`src/rtl/perf_counter_ctrl.sv`:
```
// CSR front end for the performance counter array: decodes CSR accesses, holds event
// selectors and the inhibit mask, and drives per-counter increment/write/read paths.
module perf_counter_ctrl #(
  parameter int unsigned NumCounters  = 2,
  parameter int unsigned NumEvents    = 16,
  parameter int unsigned CounterWidth = 10
) (
  input  logic                        clk_i,
  input  logic                        rst_ni,
  input  logic                        csr_req_i,
  input  logic                        csr_we_i,
  input  logic [7:0]                  csr_addr_i,
  input  logic [31:0]                 csr_wdata_i,
  output logic                        csr_gnt_o,
  output logic                        csr_rvalid_o,
  output logic [31:0]                 csr_rdata_o,
  output logic                        csr_err_o,
  input  logic [NumEvents-1:0]        event_i,
  output logic [NumCounters-1:0]      counter_inc_o,
  output logic [NumCounters-1:0]      counter_we_o,
  output logic [NumCounters-1:0]      counterh_we_o,
  output logic [32*NumCounters-1:0]   counter_wdata_o,
  input  logic [64*NumCounters-1:0]   counter_val_i
);

  localparam logic [2:0] RegionCtrl  = 3'd0;
  localparam logic [2:0] RegionEvsel = 3'd1;
  localparam logic [2:0] RegionCntLo = 3'd2;
  localparam logic [2:0] RegionCntHi = 3'd3;

  // Counter width only matters downstream; reads pass the 64-bit value through.
  localparam int unsigned unused_counter_width = CounterWidth;

  logic [2:0]  w_region;
  logic [4:0]  w_idx;
  logic        w_idx_ok;
  logic        w_hit_inhibit;
  logic        w_hit_evsel;
  logic        w_hit_lo;
  logic        w_hit_hi;
  logic        w_err;
  logic        w_wr;
  logic        w_rd;
  logic [31:0] w_rdata;
  logic        w_unused_wdata;

  logic [NumCounters-1:0] r_inhibit;
  logic [NumEvents-1:0]   r_evsel [NumCounters];
  logic [NumEvents-1:0]   r_event_q;
  logic                   r_rvalid;
  logic [31:0]            r_rdata;
  logic                   r_err;

  // Address decode
  assign w_region      = csr_addr_i[7:5];
  assign w_idx         = csr_addr_i[4:0];
  assign w_idx_ok      = ({27'd0, w_idx} < NumCounters);
  assign w_hit_inhibit = (w_region == RegionCtrl) && (w_idx == 5'd0);
  assign w_hit_evsel   = (w_region == RegionEvsel) && w_idx_ok;
  assign w_hit_lo      = (w_region == RegionCntLo) && w_idx_ok;
  assign w_hit_hi      = (w_region == RegionCntHi) && w_idx_ok;
  assign w_err         = ~(w_hit_inhibit | w_hit_evsel | w_hit_lo | w_hit_hi);
  assign w_wr          = csr_req_i & csr_we_i;
  assign w_rd          = csr_req_i & ~csr_we_i;

  // Write data wider than the implemented registers is simply dropped.
  assign w_unused_wdata = ^csr_wdata_i;

  assign csr_gnt_o = csr_req_i;

  always_ff @(posedge clk_i or negedge rst_ni) begin
    if (!rst_ni) begin
      r_inhibit <= '1;
    end else if (w_wr && w_hit_inhibit) begin
      r_inhibit <= csr_wdata_i[NumCounters-1:0];
    end
  end

  always_ff @(posedge clk_i or negedge rst_ni) begin
    if (!rst_ni) begin
      r_event_q <= '0;
    end else begin
      r_event_q <= event_i;
    end
  end

  genvar gi;
  generate
    for (gi = 0; gi < NumCounters; gi++) begin : g_counter
      logic w_sel;
      assign w_sel = (w_idx == 5'(gi));

      always_ff @(posedge clk_i or negedge rst_ni) begin
        if (!rst_ni) begin
          r_evsel[gi] <= '0;
        end else if (w_wr && w_hit_evsel && w_sel) begin
          r_evsel[gi] <= csr_wdata_i[NumEvents-1:0];
        end
      end

      assign counter_we_o[gi]  = w_wr & w_hit_lo & w_sel;
      assign counterh_we_o[gi] = w_wr & w_hit_hi & w_sel;
      assign counter_wdata_o[32*gi +: 32] =
          (counter_we_o[gi] | counterh_we_o[gi]) ? csr_wdata_i : 32'd0;

      // A direct counter write in the same cycle takes priority over counting.
      assign counter_inc_o[gi] = (|(r_event_q & r_evsel[gi])) & ~r_inhibit[gi] &
                                 ~counter_we_o[gi] & ~counterh_we_o[gi];
    end
  endgenerate

  always_comb begin
    w_rdata = 32'd0;
    if (w_hit_inhibit) begin
      w_rdata = 32'(r_inhibit);
    end
    for (int k = 0; k < NumCounters; k++) begin
      if (w_idx == 5'(k)) begin
        if (w_hit_evsel) w_rdata = 32'(r_evsel[k]);
        if (w_hit_lo)    w_rdata = counter_val_i[64*k +: 32];
        if (w_hit_hi)    w_rdata = counter_val_i[64*k+32 +: 32];
      end
    end
  end

  // Response stage: data is captured at grant and held zero when idle.
  always_ff @(posedge clk_i or negedge rst_ni) begin
    if (!rst_ni) begin
      r_rvalid <= 1'b0;
      r_rdata  <= 32'd0;
      r_err    <= 1'b0;
    end else begin
      r_rvalid <= csr_req_i;
      r_rdata  <= (w_rd && !w_err) ? w_rdata : 32'd0;
      r_err    <= csr_req_i & w_err;
    end
  end

  assign csr_rvalid_o = r_rvalid;
  assign csr_rdata_o  = r_rdata;
  assign csr_err_o    = r_err;

endmodule

```
`config.mk`:
```
export PLATFORM = sky130hd
export DESIGN_NAME = perf_counter_ctrl
export DESIGN_NICKNAME = d
export VERILOG_FILES = /design/src/rtl/perf_counter_ctrl.sv
export SDC_FILE = /design/constraint.sdc
export NUM_CORES = 1
export LEC_CHECK = 0
export ABC_AREA = 1
export CAP_MARGIN = 0
export CORE_MARGIN = 1
export CORE_UTILIZATION = 42
export DETAILED_ROUTE_END_ITERATION = 8
export MAX_ROUTING_LAYER = met4
export PLACE_DENSITY = 0.87
export RECOVER_POWER = 50
export REMOVE_ABC_BUFFERS = 1
export SYNTH_ARGS = -nofsm -noshare
export SYNTH_HDL_FRONTEND = slang
export SYNTH_SLANG_ARGS = --single-unit
```
`constraint.sdc`:
```
create_clock -name clk_i -period 5.14 [get_ports clk_i]
set_input_delay 1.542 -clock clk_i [delete_from_list [all_inputs] [get_ports clk_i]]
set_output_delay 1.542 -clock clk_i [all_outputs]
set_load 0.01 [all_outputs]
```
==> results.ini <==
[status]
status = finished, violations left
violations = max-capacitance violations, max-slew violations

[yosys]
ys_top_cells_by_area = dfrtp_1, nand2_1, a21oi_1
yosysTopAreaCell = dfrtp_1
synth-warning-count = 0
yosysSeqAreaShare_pct = 40.69
synthDistinctLibCells = 31
ys_seq_elements = 84
syn-cell-area_um2 = 5172
syn_inst = 729
synth_top_area_share_pct = 39.67
syn_avg_cell_area_um2 = 7.095

[final_layout]
final_area_um2 = 8613
diodes = 0
multi_input_area_um2 = 2628
area.sequential_um2 = 2105
fillCellCount = 950
area_growth_pct = 66.52
final_common_cell = nand2_1
drive_above_1_share_pct = 11.15
fin_nets = 1205
layout_common_cells = nand2_1, clkdlybuf4s50_1, nor2_1
final_cells = 1169

[sta]
fin_crit_sh_pct = 95.89
tightest_slew_ns = 2.068
relSlewSlack_pct = -37.88
setup_violations = 0
hold_violations = 0
clock.fmax_mhz = 202.9
drv_slew = 85
finClkSkew_ns = 0.01483
rsz0062_at_grt = false
min_period_ns = 4.929

[flow_run]
cap_violations = 1

[cts]
clock_latency_ns = 0.34
clk_pin_slew_worst_paths_ns = 0.07
htree_levels = 3
cts-buffers-inserted = 9
clockBufferDepth = 2
cts_hold_buffers = 0
cts_tree = yes
root_buffer = clkbuf_16
post_cts_buffers = 0
cts_sinks = 84

[routing]
vias = 6061
wl_mm = 18.89
drt-vias-per-instance = 5.185
dr.pass1.iters = 7
route.detailed.drc = 0
wl_per_cell_um = 16.16
ant_nets = 0
drt_first_iter_violations = 392

[power]
ir_drop_mv = 0.1419
power_mw = 1.600
powerDensity_nw_per_um2 = 185.7
leakage_nw = 4.790

[floorplanning]
die_area_um2 = 12760
start_util_pct = 43.06
fp-row-count = 40
ios = 293
die_h_um = 113.0
die_w_um = 113.0
coreArea_um2 = 12010

[min_path]
hold_end = r_inhibit[1]$_DFFE_PN1P_
min_from = r_inhibit[1]$_DFFE_PN1P_
hold_path_class = reg -> reg
min_delay_path_depth = 2

[critical_path]
critPathArrivalTime_ns = 3.39
critical_path_class = in -> out
r2r_start = r_inhibit[1]$_DFFE_PN1P_
crit_fanout = 6
reg2reg_to = csr_rdata_o[1]$_DFF_PN0_
worstPathRequired_ns = 3.60
reg2reg_depth = 8
start_kind = primary input
reg2reg_setup_slack_ns = 3.85
cp-end-kind = output port

[placement]
portBuffers = 292
dp_cells = 1153
placed_area_um2 = 8240
dp_hpwl_mm = 13.87
place.gp.congestion = 0.8973

[global_route]
grt.overflow.total = 0
grt_pass1_wl_mm = 29.34
grtUsageTotal_pct = 30.16
grt_pass1_vias = 5880
grt_max_degree = 85
antenna_found_initial = 0

==> through the flow <==
stage	setup WS, ns	hold WS [ns]	utilization (%)	TNS (ns)
2_1_floorplan	0.03734	0.4745	-	0
3_3_place_gp	-0.08858	0.4890	68.60	-4.285
3_5_place_dp	-0.1373	0.4972	68.60	-6.863
4_1_cts	0.00005840	0.5076	70.95	0
5_1_grt	0.09953	0.5304	71.71	0
6_report	0.2113	0.5075	71.71	0
==> synthesized netlist by cell type, drive strengths merged <==
cell / count
nand2: 234
nor2: 129
dfrtp: 82
a21oi: 70
o21ai: 62
inv: 52
buf: 24
nand3: 24
clkbuf: 17
a211oi: 11
a221oi: 4
a22o: 4
nand4: 4
nor3: 4
o21a: 3
dfstp: 2
o211ai: 2
clkinv: 1
==> cell type report <==
class,instances,share of cell area (%)
Clock buffer,9,2.615
Timing Repair Buffer,318,36.81
Clock inverter,7,0.9587
Inverter,53,2.542
Multi-Input combinational cell,551,30.51
Tap cell,147,2.135
Sequential cell,84,24.43
==> power breakdown <==
| part | switching, mW | total [mW] | internal (mW) | leakage [nW] |
|---|---|---|---|---|
| Clock | 0.286 | 0.671 | 0.385 | 0.150 |
| Combinational | 0.0925 | 0.240 | 0.148 | 3.52 |
| Sequential | 0.0121 | 0.688 | 0.676 | 1.12 |
==> state kept, by name, summed over array words and instances, names as in the netlist <==
register / cells
csr_err_o: 1
csr_rdata_o: 32
csr_rvalid_o: 1
r_event_q: 16
r_evsel: 32
r_inhibit: 2
==> what timing repair did <==
item,CTS,global route
pin swaps,1,0
cloned,0,0
setup endpoints to repair,66,39
gates resized for setup,33,39
==> cell families after synthesis <==
kind of cell	after synthesis	synth area share [%]
simple gates	395	33.58
compound gates	156	17.22
buf+inv	94	8.515
flops	84	40.69
==> worst max path at each step <==
stage	startpoint	end	slack, ns
after global placement	csr_addr_i[7]	counter_wdata_o[41]	-0.09
after global routing	csr_addr_i[6]	counter_wdata_o[0]	0.1
final	csr_addr_i[0]	counter_inc_o[1]	0.21
after floorplan	csr_addr_i[1]	counter_wdata_o[32]	0.04
after detailed placement	csr_addr_i[7]	counter_wdata_o[44]	-0.14
after CTS	csr_addr_i[6]	counter_wdata_o[30]	0.00006
==> per-layer routing <==
metal	GRT usage, %	routed length, um	vias to the layer above
li1	-	-	2918
met1	35.80	7556	2751
met2	51.40	9202	334
met3	4.553	1419	58
met4	12.46	714	0
met5	-	0	-
==> critical path, stage by stage <==
cell           delay, ns
dlygate4sd3_1       0.70
nand2_1             0.15
inv_1               0.09
nand2_1             0.09
nand2_2             0.09
buf_4               0.14
nor3_1              0.25
dlygate4sd2_1       0.33
Note: power is estimated with default switching activity, not from simulation.
